## src/rtl/cpu_types_pkg.sv

```systemverilog
// Shared cache types: MSI line state, controller FSM state and address field widths.
package cpu_types_pkg;

  localparam int unsigned TagW  = 26;
  localparam int unsigned IdxW  = 3;
  localparam int unsigned NSets = 1 << IdxW;

  typedef logic [31:0]     word_t;
  typedef logic [TagW-1:0] tag_t;
  typedef logic [IdxW-1:0] idx_t;

  typedef enum logic [1:0] {
    MsiI = 2'd0,
    MsiS = 2'd1,
    MsiM = 2'd2
  } msi_t;

  typedef enum logic [2:0] {
    StIdle = 3'd0,
    StWb1  = 3'd1,
    StWb2  = 3'd2,
    StLd1  = 3'd3,
    StLd2  = 3'd4
  } dc_state_t;

  function automatic tag_t addr_tag(word_t a);
    return a[31:6];
  endfunction

  function automatic idx_t addr_idx(word_t a);
    return a[5:3];
  endfunction

endpackage

```

## src/rtl/dcache_snoop_unit.sv

```systemverilog
// Snoop side of the data cache: live Modified-match for ccwrite, latching of the
// snooped index/tag/invalidate while ccwait is high, and the deferred MSI downgrade
// applied on the first cycle after ccwait falls.
module dcache_snoop_unit
  import cpu_types_pkg::*;
(
  input  logic             i_clk,
  input  logic             i_rst_n,
  input  logic             i_ccwait,
  input  logic             i_ccinv,
  input  logic [31:0]      i_snoop_addr,
  input  msi_t [NSets-1:0] i_msi,
  input  tag_t [NSets-1:0] i_tag,
  output logic             o_ccwrite,
  output logic             o_upd,
  output idx_t             o_upd_idx,
  output msi_t             o_upd_msi
);

  logic       r_snp_active;
  idx_t       r_snp_idx;
  tag_t       r_snp_tag;
  logic       r_snp_inv;

  idx_t       w_live_idx;
  tag_t       w_live_tag;
  logic       w_fire;
  logic       w_match;
  logic [2:0] w_unused_addr;

  assign w_live_idx    = addr_idx(i_snoop_addr);
  assign w_live_tag    = addr_tag(i_snoop_addr);
  assign w_unused_addr = i_snoop_addr[2:0];

  // Track snoop activity and hold the last snooped line while ccwait is high.
  always_ff @(posedge i_clk or negedge i_rst_n) begin
    if (!i_rst_n) begin
      r_snp_active <= 1'b0;
      r_snp_idx    <= '0;
      r_snp_tag    <= '0;
      r_snp_inv    <= 1'b0;
    end else begin
      r_snp_active <= i_ccwait;
      if (i_ccwait) begin
        r_snp_idx <= w_live_idx;
        r_snp_tag <= w_live_tag;
        r_snp_inv <= i_ccinv;
      end
    end
  end

  // Live ownership response plus the state change owed once the snoop ends.
  always_comb begin
    o_ccwrite = i_ccwait && (i_msi[w_live_idx] == MsiM) && (i_tag[w_live_idx] == w_live_tag);
    w_fire    = r_snp_active && !i_ccwait;
    w_match   = (i_msi[r_snp_idx] != MsiI) && (i_tag[r_snp_idx] == r_snp_tag);
    // A clean S line only changes when invalidated.
    o_upd     = w_fire && w_match && (r_snp_inv || (i_msi[r_snp_idx] == MsiM));
    o_upd_idx = r_snp_idx;
    o_upd_msi = r_snp_inv ? MsiI : MsiS;
  end

endmodule

```

## src/rtl/dcache_coherence_ctrl.sv

```systemverilog
// Direct-mapped MSI data cache controller: 8 sets x 2 words, write-back, with a
// per-CPU bus slice and snoop interface. Define DCACHE_STATS_EN to add the
// hitcount/misscount outputs.
module dcache_coherence_ctrl
  import cpu_types_pkg::*;
(
  input  logic        CLK,
  input  logic        nRST,
  input  logic        dmemREN,
  input  logic        dmemWEN,
  input  logic [31:0] dmemaddr,
  input  logic [31:0] dmemstore,
  output logic        dhit,
  output logic [31:0] dmemload,
  output logic        dREN,
  output logic        dWEN,
  output logic [31:0] daddr,
  output logic [31:0] dstore,
  input  logic [31:0] dload,
  input  logic        dwait,
  input  logic        ccwait,
  input  logic        ccinv,
  input  logic [31:0] ccsnoopaddr,
  output logic        ccwrite,
  output logic        cctrans
`ifdef DCACHE_STATS_EN
  ,
  output logic [31:0] hitcount,
  output logic [31:0] misscount
`endif
);

  dc_state_t        r_state;
  dc_state_t        w_next_state;
  msi_t [NSets-1:0] r_msi;
  tag_t [NSets-1:0] r_tag;
  word_t            r_w0 [NSets];
  word_t            r_w1 [NSets];

  idx_t             w_idx;
  tag_t             w_tag;
  logic             w_wsel;
  logic             w_req;
  logic             w_is_wr;
  logic             w_hit;
  logic             w_bus_ok;
  logic             w_wr_hit;
  logic             w_cap0;
  logic             w_cap1;
  logic             w_install;
  logic             w_miss;
  word_t            w_bus_dstore;
  logic             w_snp_upd;
  idx_t             w_snp_idx;
  msi_t             w_snp_msi;
  logic             w_snp_conflict;
  logic [1:0]       w_unused_bits;

  assign w_idx         = addr_idx(dmemaddr);
  assign w_tag         = addr_tag(dmemaddr);
  assign w_wsel        = dmemaddr[2];
  assign w_unused_bits = dmemaddr[1:0];
  // Both enables high counts as a write.
  assign w_is_wr       = dmemWEN;
  assign w_req         = dmemREN | dmemWEN;
  assign w_hit         = (r_msi[w_idx] != MsiI) && (r_tag[w_idx] == w_tag) &&
                         (!w_is_wr || (r_msi[w_idx] == MsiM));
  // Bus requests are masked during a snoop, so no handshake can complete then.
  assign w_bus_ok      = !dwait && !ccwait;
  assign w_snp_conflict = w_snp_upd && (w_snp_idx == w_idx);
  assign dmemload      = w_wsel ? r_w1[w_idx] : r_w0[w_idx];
  assign dstore        = ccwrite ? (ccsnoopaddr[2] ? r_w1[addr_idx(ccsnoopaddr)]
                                                   : r_w0[addr_idx(ccsnoopaddr)])
                                 : w_bus_dstore;

  dcache_snoop_unit u_snoop (
    .i_clk        (CLK),
    .i_rst_n      (nRST),
    .i_ccwait     (ccwait),
    .i_ccinv      (ccinv),
    .i_snoop_addr (ccsnoopaddr),
    .i_msi        (r_msi),
    .i_tag        (r_tag),
    .o_ccwrite    (ccwrite),
    .o_upd        (w_snp_upd),
    .o_upd_idx    (w_snp_idx),
    .o_upd_msi    (w_snp_msi)
  );

  // FSM state register.
  always_ff @(posedge CLK or negedge nRST) begin
    if (!nRST) r_state <= StIdle;
    else       r_state <= w_next_state;
  end

  // Next-state decode and processor/bus outputs.
  always_comb begin
    w_next_state = r_state;
    dhit         = 1'b0;
    dREN         = 1'b0;
    dWEN         = 1'b0;
    daddr        = '0;
    w_bus_dstore = '0;
    cctrans      = 1'b0;
    w_wr_hit     = 1'b0;
    w_cap0       = 1'b0;
    w_cap1       = 1'b0;
    w_install    = 1'b0;
    w_miss       = 1'b0;
    unique case (r_state)
      StIdle: begin
        if (w_req) begin
          if (w_hit) begin
            // A snoop downgrade of this set on the same edge wins over the write.
            if (!(w_is_wr && w_snp_conflict)) begin
              dhit     = 1'b1;
              w_wr_hit = w_is_wr;
            end
          end else begin
            w_miss       = 1'b1;
            w_next_state = (r_msi[w_idx] == MsiM) ? StWb1 : StLd1;
          end
        end
      end
      StWb1: begin
        dWEN         = 1'b1;
        daddr        = {r_tag[w_idx], w_idx, 1'b0, 2'b00};
        w_bus_dstore = r_w0[w_idx];
        if (w_bus_ok) w_next_state = StWb2;
      end
      StWb2: begin
        dWEN         = 1'b1;
        daddr        = {r_tag[w_idx], w_idx, 1'b1, 2'b00};
        w_bus_dstore = r_w1[w_idx];
        if (w_bus_ok) w_next_state = StLd1;
      end
      StLd1: begin
        dREN    = 1'b1;
        daddr   = {w_tag, w_idx, 1'b0, 2'b00};
        cctrans = w_is_wr;
        if (w_bus_ok) begin
          w_cap0       = 1'b1;
          w_next_state = StLd2;
        end
      end
      StLd2: begin
        dREN    = 1'b1;
        daddr   = {w_tag, w_idx, 1'b1, 2'b00};
        cctrans = w_is_wr;
        if (w_bus_ok) begin
          w_cap1       = 1'b1;
          w_install    = 1'b1;
          w_next_state = StIdle;
        end
      end
      default: w_next_state = StIdle;
    endcase
    if (ccwait) begin
      dREN = 1'b0;
      dWEN = 1'b0;
    end
  end

  // Line storage: processor writes, snoop downgrades, refill and install.
  always_ff @(posedge CLK or negedge nRST) begin
    if (!nRST) begin
      for (int i = 0; i < NSets; i++) begin
        r_msi[i] <= MsiI;
        r_tag[i] <= '0;
        r_w0[i]  <= '0;
        r_w1[i]  <= '0;
      end
    end else begin
      if (w_wr_hit) begin
        if (w_wsel) r_w1[w_idx] <= dmemstore;
        else        r_w0[w_idx] <= dmemstore;
      end
      if (w_snp_upd) r_msi[w_snp_idx] <= w_snp_msi;
      // Refill overwrites the victim data, so the set is invalid until install.
      if (w_cap0) begin
        r_w0[w_idx]  <= dload;
        r_msi[w_idx] <= MsiI;
      end
      if (w_cap1) r_w1[w_idx] <= dload;
      if (w_install) begin
        r_tag[w_idx] <= w_tag;
        r_msi[w_idx] <= w_is_wr ? MsiM : MsiS;
      end
    end
  end

`ifdef DCACHE_STATS_EN
  logic [31:0] r_hitcount;
  logic [31:0] r_misscount;

  // Hit/miss event counters, free-running with natural wrap.
  always_ff @(posedge CLK or negedge nRST) begin
    if (!nRST) begin
      r_hitcount  <= '0;
      r_misscount <= '0;
    end else begin
      if (dhit)   r_hitcount  <= r_hitcount + 32'd1;
      if (w_miss) r_misscount <= r_misscount + 32'd1;
    end
  end

  assign hitcount  = r_hitcount;
  assign misscount = r_misscount;
`endif

endmodule

```

## config.mk

```make
export PLATFORM = sky130hd
export DESIGN_NAME = dcache_coherence_ctrl
export DESIGN_NICKNAME = d
export VERILOG_FILES = /design/src/rtl/cpu_types_pkg.sv /design/src/rtl/dcache_snoop_unit.sv /design/src/rtl/dcache_coherence_ctrl.sv
export SDC_FILE = /design/constraint.sdc
export NUM_CORES = 2
export LEC_CHECK = 0
export ABC_AREA = 0
export CAP_MARGIN = 20
export CORE_ASPECT_RATIO = 0.7
export CORE_MARGIN = 4
export CORE_UTILIZATION = 25
export CTS_CLUSTER_DIAMETER = 50
export DETAILED_ROUTE_END_ITERATION = 10
export HOLD_SLACK_MARGIN = 0.12
export PLACE_DENSITY = 0.38
export SLEW_MARGIN = 30
export SYNTH_ARGS = -nofsm -noshare
export SYNTH_HDL_FRONTEND = slang
export SYNTH_SLANG_ARGS = --single-unit
```

## constraint.sdc

```tcl
create_clock -name CLK -period 8.9 [get_ports CLK]
set_clock_uncertainty 0.05 [all_clocks]
set_input_delay 2.67 -clock CLK [delete_from_list [all_inputs] [get_ports CLK]]
set_output_delay 2.67 -clock CLK [all_outputs]
set_load 0.05 [all_outputs]
```

==> qor.json <==
{
  "placedCellCount": 5972,
  "max-vdd-ir-drop_mv": 0.1641,
  "relative_area_change_from_synthesis_to_final_layout_pct": 24.28,
  "final.min_clock_period_ns": 8.763,
  "timing_worst_slew_pin_value_ns": 0.9628,
  "timing.critical_path.slowest_stage_cell": "mux4_2",
  "antenna_violations_before_repair": 5,
  "portbufs": 229,
  "timing.critical_path.slowest_cell_delay_ns": 0.52,
  "die_width_um": 510.4,
  "drt-initial-drc-count": 3969,
  "yosysUniqueCellTypes": 77,
  "synth.yosys.seq_area_share": 0.4362,
  "post-route-period-util": 0.9846,
  "clock_tree.root_cell": "clkbuf_16",
  "ctsResizeCount": 0,
  "critical_path_buf_inv_count": 7,
  "instances_no_fill": 6180,
  "place_congestion": 0.8087,
  "vias_per_cell": 5.685,
  "drv_cap": 0,
  "reg2regPathDepth": 11,
  "crit_path_cell_trace": "buf_8 -> buf_16 -> mux4_2 -> mux2i_1 -> xnor2_1 -> nor4_1 -> buf_4 -> nand3_1 -> nor2_4 -> buf_12 -> buf_12 -> nand2_1 -> o21ai_0 -> buf_4 -> buf_12",
  "grt_first_pass_wirelength_um": 280700,
  "row_count": 128,
  "die_height_um": 359.7,
  "syn_avg_cell_area_um2": 12.39,
  "grt_setup_unrepaired": "false",
  "power_per_cell_area_nw_per_um2": 253.8,
  "placement.cell_area_um2": 50940,
  "clkTransAtPathRegs_ns": 0.05,
  "dr.pass1.iters": 6,
  "timing.critical_path.arrival_ns": 6.04,
  "via_count_of_the_first_global_routing_pass": 35090,
  "grt_usage": 0.2096,
  "library_cell_appearing_most_often_on_the_critical_path": "buf_12",
  "post_cts_setup_driven_buffer_insertion_count": 0,
  "final_setup_vio_count": 0,
  "final_layout_size_suffix_gt1_frac": 0.2961,
  "timing.max_slew.rel_slack": 0.3528,
  "status": "complete, no violations",
  "die-area_um2": 183600,
  "crit_family": "buffers and inverters",
  "synthesis.instances": 3564,
  "cp_num_cells": 15,
  "power_mw": 13.93,
  "clock_tree_from_tritoncts": "done",
  "mostFrequentLayoutCell": "dfrtp_1",
  "timing.setup.critical_path_class": "in2out",
  "synth_enable_flop_cells": 0,
  "final_hold_viol_count": 0,
  "worstSetupEndpointType": "output pin",
  "timing.hold.ws_ns": 0.4722,
  "grt_max_degree": 171,
  "postLayoutCellArea_um2": 54890,
  "vias_post_dr": 35140,
  "power_leakage_nw": 22.53,
  "min-delay-path-class": "reg2reg",
  "setup_slack_at_placement_ns": 0.1929,
  "start_util": 0.2528,
  "number_of_nets_at_the_end_of_the_flow": 3880,
  "tritoncts_buffers": 109,
  "cp.required_ns": 6.18,
  "wire_per_inst_um": 31.81,
  "max-clock-path-buffers": 3,
  "totalWireLength_um": 196600,
  "final_max_tran_viols": 0,
  "io-pin-count": 236,
  "hpwlAfterDp_um": 120200,
  "fin_ws_ns": 0.1369,
  "fin_setup_tns_ns": 0,
  "globalRouteOverflowTotal": 0,
  "detail-route-antenna-nets": 0,
  "yosysWarningCount": 0,
  "critPathMaxFanout": 25,
  "layout.cells.most_common_list": "768 x dfrtp_1, 513 x a2bb2oi_1, 327 x a22oi_1, 246 x mux4_2, 241 x mux2_2",
  "synth-async-reset-ratio": 1.000,
  "summed_instance_area_of_the_synthesized_netlist_um2": 44170,
  "worst_skew_pair.late_latency_ns": 0.74,
  "synth.ff_latch_count": 770,
  "post_cts_hold_buffer_count": 0,
  "htreeDepth": 3,
  "cts.sinks": 770,
  "core_area_um2": 174700,
  "leading_register_cell_type_out_of_synthesis": "dfrtp_1",
  "fmax_mhz": 114.1,
  "worstHoldPathCells": 1,
  "drcViolationCount": 0,
  "layout.core_utilization": 0.3142,
  "fillers": 17490,
  "setup.worst_path.start_class": "primary input"
}
-- where the power goes --
group	switching (mW)	total (mW)	internal [mW]
sequential	0.746	5.09	4.34
clock	1.86	4.70	2.84
combinational	2.18	4.14	1.97
-- cells in the mapped netlist (all sizes together) (11+ instances only) --
cell     count  area (um2)
dfrtp      770       19270
a2bb2oi    513        4493
a22oi      327        2455
mux4       246        5540
mux2       243        2740
clkbuf     227       852.1
nand2      207       777.0
mux2i      161        1612
buf        155       793.3
o21ai      115       575.6
o22ai       90        1161
nand4       73       456.7
or4         67       604.3
nor2        48       195.2
xnor2       32       280.3
a21oi       18       90.09
xor2        18       157.7
nor3        16       80.08
o41ai       16       429.2
nor2b       15       93.84
and2        14       87.59
inv         14       52.55
nor4        14       87.58
nand3b      13       97.59
and3        12       75.07
nand3       12       60.06
nand2b      11       68.82
-- kinds of logic after synthesis --
kind of cell / Yosys count / synth area share
other cells: 1 / 0.00008490
compound gates: 1151 / 0.2227
flops: 770 / 0.4362
xor+xnor: 50 / 0.009915
simple gates: 545 / 0.06858
mux: 650 / 0.2240
buf+inv: 397 / 0.03853
-- path summary, 6_finish.rpt --
check,end,slack (ns),startpoint
max,dstore[6],0.14,ccsnoopaddr[3]
min,u_snoop.r_snp_tag[22]$_DFFE_PN0P_,0.47,u_snoop.r_snp_tag[22]$_DFFE_PN0P_
max reg2reg,r_w1[171]$_DFF_PN0_,2.88,u_snoop.o_upd_idx[1]$_DFFE_PN0P_
min reg2reg,u_snoop.r_snp_tag[22]$_DFFE_PN0P_,0.47,u_snoop.r_snp_tag[22]$_DFFE_PN0P_
max in group asynchronous,r_w1[24]$_DFF_PN0_,5.39,nRST
min in group asynchronous,r_tag[182]$_DFFE_PN0P_,1.86,nRST
-- registers in the layout, summed over array words and instances, names as in the netlist --
signal                flops
r_w0                    256
u_snoop.r_snp_tag        26
r_state                   3
u_snoop.r_snp_active      1
r_msi                    16
r_w1                    256
u_snoop.o_upd_idx         3
u_snoop.r_snp_inv         1
r_tag                   208
-- layer usage --
metal | track usage | routed length [um] | vias to the layer above
met3 | 0.03376 | 11990 | 219
met1 | 0.3144 | 92450 | 18790
li1 | - | - | 14710
met4 | 0.04253 | 3725 | 0
met2 | 0.3175 | 88410 | 1421
met5 | 0 | 0 | -
-- worst reg2reg max path, delay by kind of cell, from the launching register on --
family | cells | cell delay [ns]
flip-flops | 1 | 0.88
XOR/XNOR | 1 | 0.66
multiplexers | 2 | 0.74
AO/OA/AOI/OAI | 3 | 1.09
AND/OR/NAND/NOR | 3 | 1.38
buffers and inverters | 2 | 1.16
-- area by class of cell --
class                   count  area (um2)  area share
flip-flops and latches    770       19270      0.3511
clock inverters            64       838.3     0.01527
clock buffers             138        3037     0.05532
inverters                  15       56.30    0.001026
repair buffers            451        5350     0.09747
diodes                      4       10.01   0.0001823
multi-input cells        2398       23400      0.4263
well taps                2340        2928     0.05334
(Power assumes the default switching activity.)
